$ cat src/rtl/xcel_read_arbiter_pkg.sv
// Shared state encoding and AXI constant codes for the conv3D read-channel arbiter.
package xcel_read_arbiter_pkg;

    typedef enum logic [1:0] {
        IDLE = 2'd0,
        REQ  = 2'd1,
        DATA = 2'd2
    } arb_state_t;

    localparam logic [2:0] AXI_SIZE_4B    = 3'd2;
    localparam logic [1:0] AXI_BURST_INCR = 2'b01;

endpackage

$ cat src/rtl/xcel_read_arbiter_rr_arbiter_comb.sv
// Combinational round-robin picker: first asserted request at or above rr_ptr, wrapping.
module rr_arbiter_comb #(
    parameter int NUM_REQ = 3,
    parameter int IDX_W   = (NUM_REQ > 1) ? $clog2(NUM_REQ) : 1
) (
    input  logic [NUM_REQ-1:0] req_valid,
    input  logic [IDX_W-1:0]   rr_ptr,
    output logic [NUM_REQ-1:0] grant,
    output logic [IDX_W-1:0]   grant_idx,
    output logic               grant_valid
);

    logic [2*NUM_REQ-1:0] doubled;
    logic [2*NUM_REQ-1:0] rotated;
    logic [IDX_W:0]       sum;

    assign doubled = {req_valid, req_valid};
    assign rotated = doubled >> rr_ptr;

    // Rotating a doubled copy turns the wrap-around search into a plain lowest-bit scan.
    always_comb begin
        grant       = '0;
        grant_idx   = '0;
        grant_valid = 1'b0;
        sum         = '0;
        for (int k = NUM_REQ - 1; k >= 0; k--) begin
            if (rotated[k]) begin
                sum = {1'b0, rr_ptr} + (IDX_W + 1)'(k);
                if (sum >= (IDX_W + 1)'(NUM_REQ)) begin
                    sum = sum - (IDX_W + 1)'(NUM_REQ);
                end
                grant_valid = 1'b1;
                grant_idx   = sum[IDX_W-1:0];
            end
        end
        if (grant_valid) begin
            grant = NUM_REQ'(1) << grant_idx;
        end
    end

endmodule

$ cat src/rtl/xcel_read_arbiter.sv
// Round-robin arbiter sharing one simplified AXI read channel among the IFM, WT and OFM
// readers; one burst outstanding, beats steered back to the owner.
module xcel_read_arbiter #(
    parameter int AXI_AWIDTH = 32,
    parameter int AXI_DWIDTH = 32,
    parameter int NUM_REQ    = 3,
    parameter int IDX_W      = (NUM_REQ > 1) ? $clog2(NUM_REQ) : 1
) (
    input  logic                       clk,
    input  logic                       rst,
    input  logic [NUM_REQ-1:0]         req_valid,
    output logic [NUM_REQ-1:0]         req_ready,
    input  logic [NUM_REQ*AXI_AWIDTH-1:0] req_addr,
    input  logic [NUM_REQ*32-1:0]      req_len,
    output logic [AXI_DWIDTH-1:0]      rsp_data,
    output logic [NUM_REQ-1:0]         rsp_valid,
    input  logic [NUM_REQ-1:0]         rsp_ready,
    output logic                       xcel_read_request_valid,
    input  logic                       xcel_read_request_ready,
    output logic [AXI_AWIDTH-1:0]      xcel_read_addr,
    output logic [31:0]                xcel_read_len,
    output logic [2:0]                 xcel_read_size,
    output logic [1:0]                 xcel_read_burst,
    input  logic [AXI_DWIDTH-1:0]      xcel_read_data,
    input  logic                       xcel_read_data_valid,
    output logic                       xcel_read_data_ready,
    output logic                       busy,
    output logic [IDX_W-1:0]           grant_id
);

    import xcel_read_arbiter_pkg::*;

    arb_state_t            state;
    logic [IDX_W-1:0]      rr_ptr;
    logic [31:0]           beat_cnt;
    logic [AXI_AWIDTH-1:0] addr_q;
    logic [31:0]           len_q;

    logic [NUM_REQ-1:0]    win_onehot;
    logic [IDX_W-1:0]      win_idx;
    logic                  win_valid;
    logic                  owner_ready;
    logic                  beat_fire;
    logic [IDX_W-1:0]      next_ptr;

    rr_arbiter_comb #(
        .NUM_REQ (NUM_REQ),
        .IDX_W   (IDX_W)
    ) u_rr (
        .req_valid   (req_valid),
        .rr_ptr      (rr_ptr),
        .grant       (win_onehot),
        .grant_idx   (win_idx),
        .grant_valid (win_valid)
    );

    assign owner_ready = rsp_ready[grant_id];
    assign beat_fire   = (state == DATA) && xcel_read_data_valid && owner_ready;
    assign next_ptr    = (grant_id == IDX_W'(NUM_REQ - 1)) ? '0 : grant_id + IDX_W'(1);

    // Everything handshake-related is gated by rst so the reset cycle itself shows idle outputs.
    assign req_ready               = (rst && state == IDLE) ? win_onehot : '0;
    assign xcel_read_request_valid = rst && (state == REQ);
    assign xcel_read_data_ready    = rst && (state == DATA) && owner_ready;
    assign rsp_valid               = (rst && state == DATA && xcel_read_data_valid)
                                     ? (NUM_REQ'(1) << grant_id) : '0;
    assign busy                    = rst && (state != IDLE);

    assign rsp_data        = xcel_read_data;
    assign xcel_read_addr  = addr_q;
    assign xcel_read_len   = len_q;
    assign xcel_read_size  = AXI_SIZE_4B;
    assign xcel_read_burst = AXI_BURST_INCR;

    always_ff @(posedge clk) begin
        if (!rst) begin
            state    <= IDLE;
            rr_ptr   <= '0;
            grant_id <= '0;
            beat_cnt <= '0;
            addr_q   <= '0;
            len_q    <= '0;
        end else begin
            unique case (state)
                IDLE: begin
                    if (win_valid) begin
                        addr_q   <= req_addr[win_idx*AXI_AWIDTH +: AXI_AWIDTH];
                        len_q    <= req_len[win_idx*32 +: 32];
                        grant_id <= win_idx;
                        state    <= REQ;
                    end
                end
                REQ: begin
                    if (xcel_read_request_ready) begin
                        beat_cnt <= '0;
                        state    <= DATA;
                    end
                end
                DATA: begin
                    // len_q is beats minus one, so the fire that sees beat_cnt == len_q is the last.
                    if (beat_fire) begin
                        beat_cnt <= beat_cnt + 32'd1;
                        if (beat_cnt == len_q) begin
                            rr_ptr <= next_ptr;
                            state  <= IDLE;
                        end
                    end
                end
                default: state <= IDLE;
            endcase
        end
    end

endmodule

$ cat config.mk
export PLATFORM = sky130hd
export DESIGN_NAME = xcel_read_arbiter
export DESIGN_NICKNAME = d
export VERILOG_FILES = /design/src/rtl/xcel_read_arbiter_pkg.sv /design/src/rtl/xcel_read_arbiter_rr_arbiter_comb.sv /design/src/rtl/xcel_read_arbiter.sv
export SDC_FILE = /design/constraint.sdc
export NUM_CORES = 1
export LEC_CHECK = 0
export BUFFER_PORTS_ARGS = -buffer_cell sky130_fd_sc_hd__buf_4
export CORE_AREA = 2 2 135 137
export CTS_CLUSTER_SIZE = 25
export DETAILED_ROUTE_END_ITERATION = 10
export DIE_AREA = 0 0 137 139
export PLACE_DENSITY = 0.67
export SYNTH_ARGS = -nofsm -noshare
export SYNTH_HDL_FRONTEND = slang
export SYNTH_SLANG_ARGS = --single-unit
$ cat constraint.sdc
create_clock -name clk -period 3 [get_ports clk]
set_input_delay 0.15 -clock clk [delete_from_list [all_inputs] [get_ports clk]]
set_output_delay 0.15 -clock clk [all_outputs]
set_load 0.05 [all_outputs]
== After elaboration in Yosys (flattened, before gate mapping) ==
Index checks and enable logic that the tools add are counted.

* Register bits: 102
* Input bits: 234
* Output and inout bits: 112
* Word-level logic and storage cells: 68

* Add/sub/neg operators: 7
* Order comparisons: 4
* Equality and inequality tests: 8
* Shift-type cells: 5
* Muxes and demuxes: 23
* Reductions and logical operators: 15

{| class="wikitable"
|+ Operators with widths
! kind !! number
|-
| indexed part select 96 x 8 -> 32 bit || 2
|-
| two-way mux 32 bit || 2
|-
| one-hot mux 32 bit (2 select lines) || 1
|-
| adder 32 x 1 -> 32 bit, second input constant || 1
|-
| == test 32 bit || 1
|-
| two-way mux 2 bit || 11
|-
| two-way mux 3 bit || 3
|-
| logical AND 1 bit || 8
|-
| >= comparator 3 x 2 -> 1 bit, second input constant || 2
|-
| one-hot mux 2 bit (3 select lines) || 1
|-
| AND reduction 3 bit || 2
|-
| left shift 1 x 2 -> 3 bit, first input constant || 2
|-
| right shift 6 x 2 -> 3 bit || 1
|-
| subtractor 2 bit, second input constant || 3
|-
| == test 2 bit, second input constant || 2
|-
| two-way mux 1 bit || 4
|-
| != test 2 x 1 -> 1 bit, second input constant || 2
|-
| != test 2 bit, second input constant || 2
|-
| AND reduction 4 bit || 1
|-
| nonzero test 2 bit || 2
|-
| adder 2 x 1 -> 3 bit, second input constant || 1
|-
| adder 2 x 2 -> 3 bit, second input constant || 1
|-
| less-than comparator 2 x 3 -> 1 bit, second input constant || 1
|-
| adder 2 x 1 -> 2 bit, second input constant || 1
|-
| other kinds (5) || 5
|}

== Longest topological paths before layout ==
* Depth in word-level cells: 9
* Gate-level depth with buffers: 11

== Cells and area by module ==
Synthesis repeated with hierarchy kept, for this count alone.

* Cell total of the unflattened synthesis: 778
* Area total of the unflattened synthesis: 6,289.8 um^2

{| class="wikitable"
|+ Modules (own cells, without submodules)
! module !! times used !! cells an instance !! area an instance (um^2) !! sequential area each (um^2)
|-
| xcel_read_arbiter || 1 || 740 || 5,983.2 || 2,042.0
|-
| rr_arbiter_comb || 1 || 38 || 306.5 || 0.0
|}

== Worst setup path after synthesis ==
No wires, ideal clock.

* Path type: flip-flop to output port
* From: register rr_ptr[0]
* To: output req_ready[2]
* Data arrival time: 3.017 ns
* Setup slack: -0.167 ns
* Cell stages (with the launch flop): 10
* Path through: dfxtp_1 -> buf_6 -> inv_1 -> ha_1 -> nor2b_1 -> o2bb2ai_1 -> o32ai_2 -> buf_2 -> buf_2 -> nor3b_1

* Longest elaborated chain between the ends: 9
* Elaborated cells on any way between the ends: 21

{| class="wikitable"
|+ RTL lines
! item !! RTL line !! RTL
|-
| start: declaration || xcel_read_arbiter.sv:34 || <nowiki>logic [IDX_W-1:0] rr_ptr;</nowiki>
|-
| start signal: assignment || xcel_read_arbiter.sv:104 || <nowiki>rr_ptr <= next_ptr;</nowiki>
|-
| adder 2 x 2 -> 3 bit || xcel_read_arbiter_rr_arbiter_comb.sv:28 || <nowiki>sum = {1'b0, rr_ptr} + (IDX_W + 1)'(k);</nowiki>
|-
| >= comparator 3 x 2 -> 1 bit or subtractor 2 bit (tied branches) || xcel_read_arbiter_rr_arbiter_comb.sv:29, xcel_read_arbiter_rr_arbiter_comb.sv:30 ||
|-
| two-way mux 2 bit || xcel_read_arbiter_rr_arbiter_comb.sv:29 || <nowiki>if (sum >= (IDX_W + 1)'(NUM_REQ)) begin</nowiki>
|-
| two-way mux 2 bit (3 in a row) || xcel_read_arbiter_rr_arbiter_comb.sv:27 || <nowiki>if (rotated[k]) begin</nowiki>
|-
| left shift 1 x 2 -> 3 bit || xcel_read_arbiter_rr_arbiter_comb.sv:37 || <nowiki>grant = NUM_REQ'(1) << grant_idx;</nowiki>
|-
| two-way mux 3 bit * || xcel_read_arbiter_rr_arbiter_comb.sv:36 || <nowiki>if (grant_valid) begin</nowiki>
|-
| two-way mux 3 bit * || xcel_read_arbiter.sv:62 || <nowiki>assign req_ready = (rst && state == IDLE) ? win_onehot : '0;</nowiki>
|-
| end: declaration || xcel_read_arbiter.sv:12 || <nowiki>output logic [NUM_REQ-1:0] req_ready,</nowiki>
|}

Mark *: on every way between the ends. The rest lies on a longest branch, timed or not.

== Worst setup path after layout ==
Ends and elaborated chain as after synthesis.

==> metrics.md <==
| Metric | Value |
|---|---|
| Worst hold path type | in2reg |
| Count leader, synth | dfxtp_1 |
| RSZ-0062 raised after global routing | no |
| Via/cell ratio | 5.22 |
| Pwr dens | 590 mW/mm^2 |
| Drt total wl | 20,900 um |
| Clock sink total | 102 |
| Sw Ratio | 40.2% |
| Largest net degree at the start of global routing | 69 |
| Synth async-reset ratio | 0% |
| Critical path class | reg2out |
| Max cap viols | 0 |
| Synth area leader | dfxtp_1 |
| CTS H-tree lvls | 3 |
| Synth Instances | 696 |
| F_max | 364 MHz |
| Number of iterations in the first detailed-routing pass | 4 |
| Critical-path top delay cell | dfxtp_2 |
| TritonCTS buffer count | 9 |
| Placed Cells | 1,132 |
| Gr busiest metal | met2 |
| Least-Margin Pin Slew | 0.752 ns |
| TritonCTS clock tree | yes |
| Post-synthesis sequential area ratio | 32.3% |
| Worst Setup End Kind | output port |
| GRT Total Usage | 21.4% |
| Critical path launch point type | flip-flop |
| FF+latch count, synth | 102 |
| Post-CTS Setup Bufs | 0 |
| Sw power | 2.08 mW |
| Die Area | 0.0190 sq mm |
| Power share of the combinational group | 41.9% |
| Number of synthesized flops with an enable pin | 0 |
| Finished Layout Cells | 1,150 |
| Post-route ant nets | 0 |
| Synth top area cells | dfxtp_1 (32%), mux2_2 (6.8%), xor2_1 (6.6%) |
| Status | completed |
| Ports | 346 |
| DIE WIDTH | 137 um |
| Grt met2 use | 35.3% |
| CP cell instances | inv_1 -> ha_1 -> nor2b_1 -> o2bb2ai_1 -> o32ai_4 -> clkbuf_16 -> nor3b_2 -> buf_4 |
| Drt wl/cell | 18.2 um |
| Post-DP HPWL | 15,700 um |
| GR Overflow Total | 0 |
| Worst ir drop on vdd | 0.000335 V |
| Grt met1 use | 27.7% |
| Syn Area/Cell | 9.09 sq um |
| Yosys warnings | 0 |
| Crit path max-delay family | buffers and inverters |
| Reg power frac | 33.1% |
| Root buffer cell | clkbuf_16 |
| Worst EP required | 2.85 ns |
| Post-synth top area share | 32.3% |
| Starting DRT DRC Count | 305 |
| Worst path arrival time | 2.60 ns |
| Biggest cell delay along the critical path | 0.46 ns |
| Share of cells above drive strength 1 | 45.0% |
| Commonest cells post-synth | dfxtp_1 (102), nor2_1 (92), o21ai_0 (75) |
| Post-layout min period | 2.75 ns |
| Initial antenna violation count | 0 |
| # diodes | 0 |
| Final nets | 1,154 |
| Syn Std Cell Area | 0.00633 sq mm |
| Crit share post-route | 91.5% |
| M3 GR Usage | 4.24% |
| Clk pwr share | 25.0% |
| Power Internal | 3.09 mW |
| Residual DRC | 0 |
| Final setup fails | 0 |
| Die height | 139 um |
| Slew margin rel. | 49.7% |
| # rows | 49 |
| Final hold viol count | 0 |
| Crit path max fanout | 34 |
| Skew final | 0.00811 ns |
| Synth unique cells | 44 |
| Port bufs | 276 |
| CTS clk-pin slew, worst paths | 0.07 ns |
| Layout area overhead | 38.8% |
| Vias in the first global route | 5,753 |
| Core region area | 0.0177 sq mm |
| Total Power | 5.18 mW |
| Most used DFF post-synth | dfxtp_1 |
| Vias | 5,998 |
| Final Max Slew Viols | 0 |
| Pleak | 3.91 nW |
| CTS Buffer Depth | 2 |
| Clk_lat worst skew | 0.36 ns |
| First-pass GRT wire length | 31,500 um |
| GP Congestion | 0.871 |
| CP Buf/Inv Count | 3 |
| Starting Density | 35.8% |
| Fin Setup TNS | 0 ns |
[layout make-up]
class,instances,area [sq um]
fill,1686,8870
multi-input combinational,496,3760
timing repair buffer,298,2340
sequential,102,2040
tap,229,287
clock buffer,9,225
clock inverter,7,95.1
inverter,9,33.8
[tightest hold or removal path, cell delays in order]
cell and delay [ns]:
buf_4 0.08, a221oi_2 0.04, nor2_1 0.07
[power groups by stage]
stage,logic (mW),clock network [mW],registers [mW]
after global placement,2.16,0,1.75
after floorplan,0.900,0,2.29
after global routing,2.30,1.37,1.74
final,2.17,1.29,1.72
after CTS,2.18,1.32,1.72
after detailed placement,2.17,0,1.75
[per-stage QoR]
step	worst slack [ns]	hold WS (ns)	utilization [%]	area, sq um
after CTS	0.0120	0.00426	49.6	8760
after detailed placement	0.255	0.300	47.8	8430
after floorplan	0.276	0.261	-	6340
after global placement	0.338	0.300	47.8	8430
after global routing	0.0185	0.0210	49.7	8780
final	0.255	0.0158	49.7	8780
[state kept, by name, summed over array words and instances, names as in the netlist]
name / flops
xcel_read_addr: 32
rr_ptr: 2
beat_cnt: 32
state: 2
grant_id: 2
xcel_read_len: 32
[path summary, 6_finish.rpt]
| path | start | end | slack [ns] | cells after the start |
|---|---|---|---|---|
| setup / recovery | rr_ptr[0] | req_ready[2] | 0.25 | 8 |
| hold / removal | req_addr[53] | xcel_read_addr[21] | 0.02 | 3 |
| setup reg to reg | rr_ptr[0] | xcel_read_len[23] | 0.38 | 9 |
| hold reg to reg | beat_cnt[31] | beat_cnt[31] | 0.51 | 2 |
[cells in the final DEF, fill, tap and decap left out, drive strengths merged, types with 2 or more instances in the layout]
cell type,n
buf,296
dfxtp,102
nor2,92
o21ai,75
mux2,66
a221oi,64
xor2,48
nand4,19
nand2,18
nor4,11
a21oi,11
nor2b,11
inv,11
nand3,10
clkbuf,10
or3,8
xnor2,8
and2,7
and3,6
mux2i,5
nor3,5
conb,5
and4,4
ha,4
nor3b,3
nand4bb,2
o2bb2ai,2
o32ai,2
clkinv,2
bufinv,2
a41oi,2
[logic make-up (layout without fill, tap and decap cells)]
group	Yosys count	count (layout)	share of synthesized area, %
fa+ha+maj	4	4	0.791
buf+inv	101	323	9.24
other cells	2	5	0.119
compound gates	161	161	20.2
simple gates	199	199	15.5
flops	102	102	32.3
xor+xnor	56	56	7.75
mux	71	71	14.1
[layer usage]
layer,up-vias,part of all wire (%)
met5,-,0
met4,0,1.9
met3,23,7.0
met2,240,50
met1,2798,41
li1,2937,-
[timing repair]
| action | 4_1_cts | 5_1_grt |
|---|---|---|
| endpoints found under the setup margin | 0 | 3 |
| hold endpoints to repair | 1 | 0 |
| hold buffers | 1 | 0 |
| gates resized for setup | 0 | 3 |
Note: power is estimated with default switching activity, not from simulation.
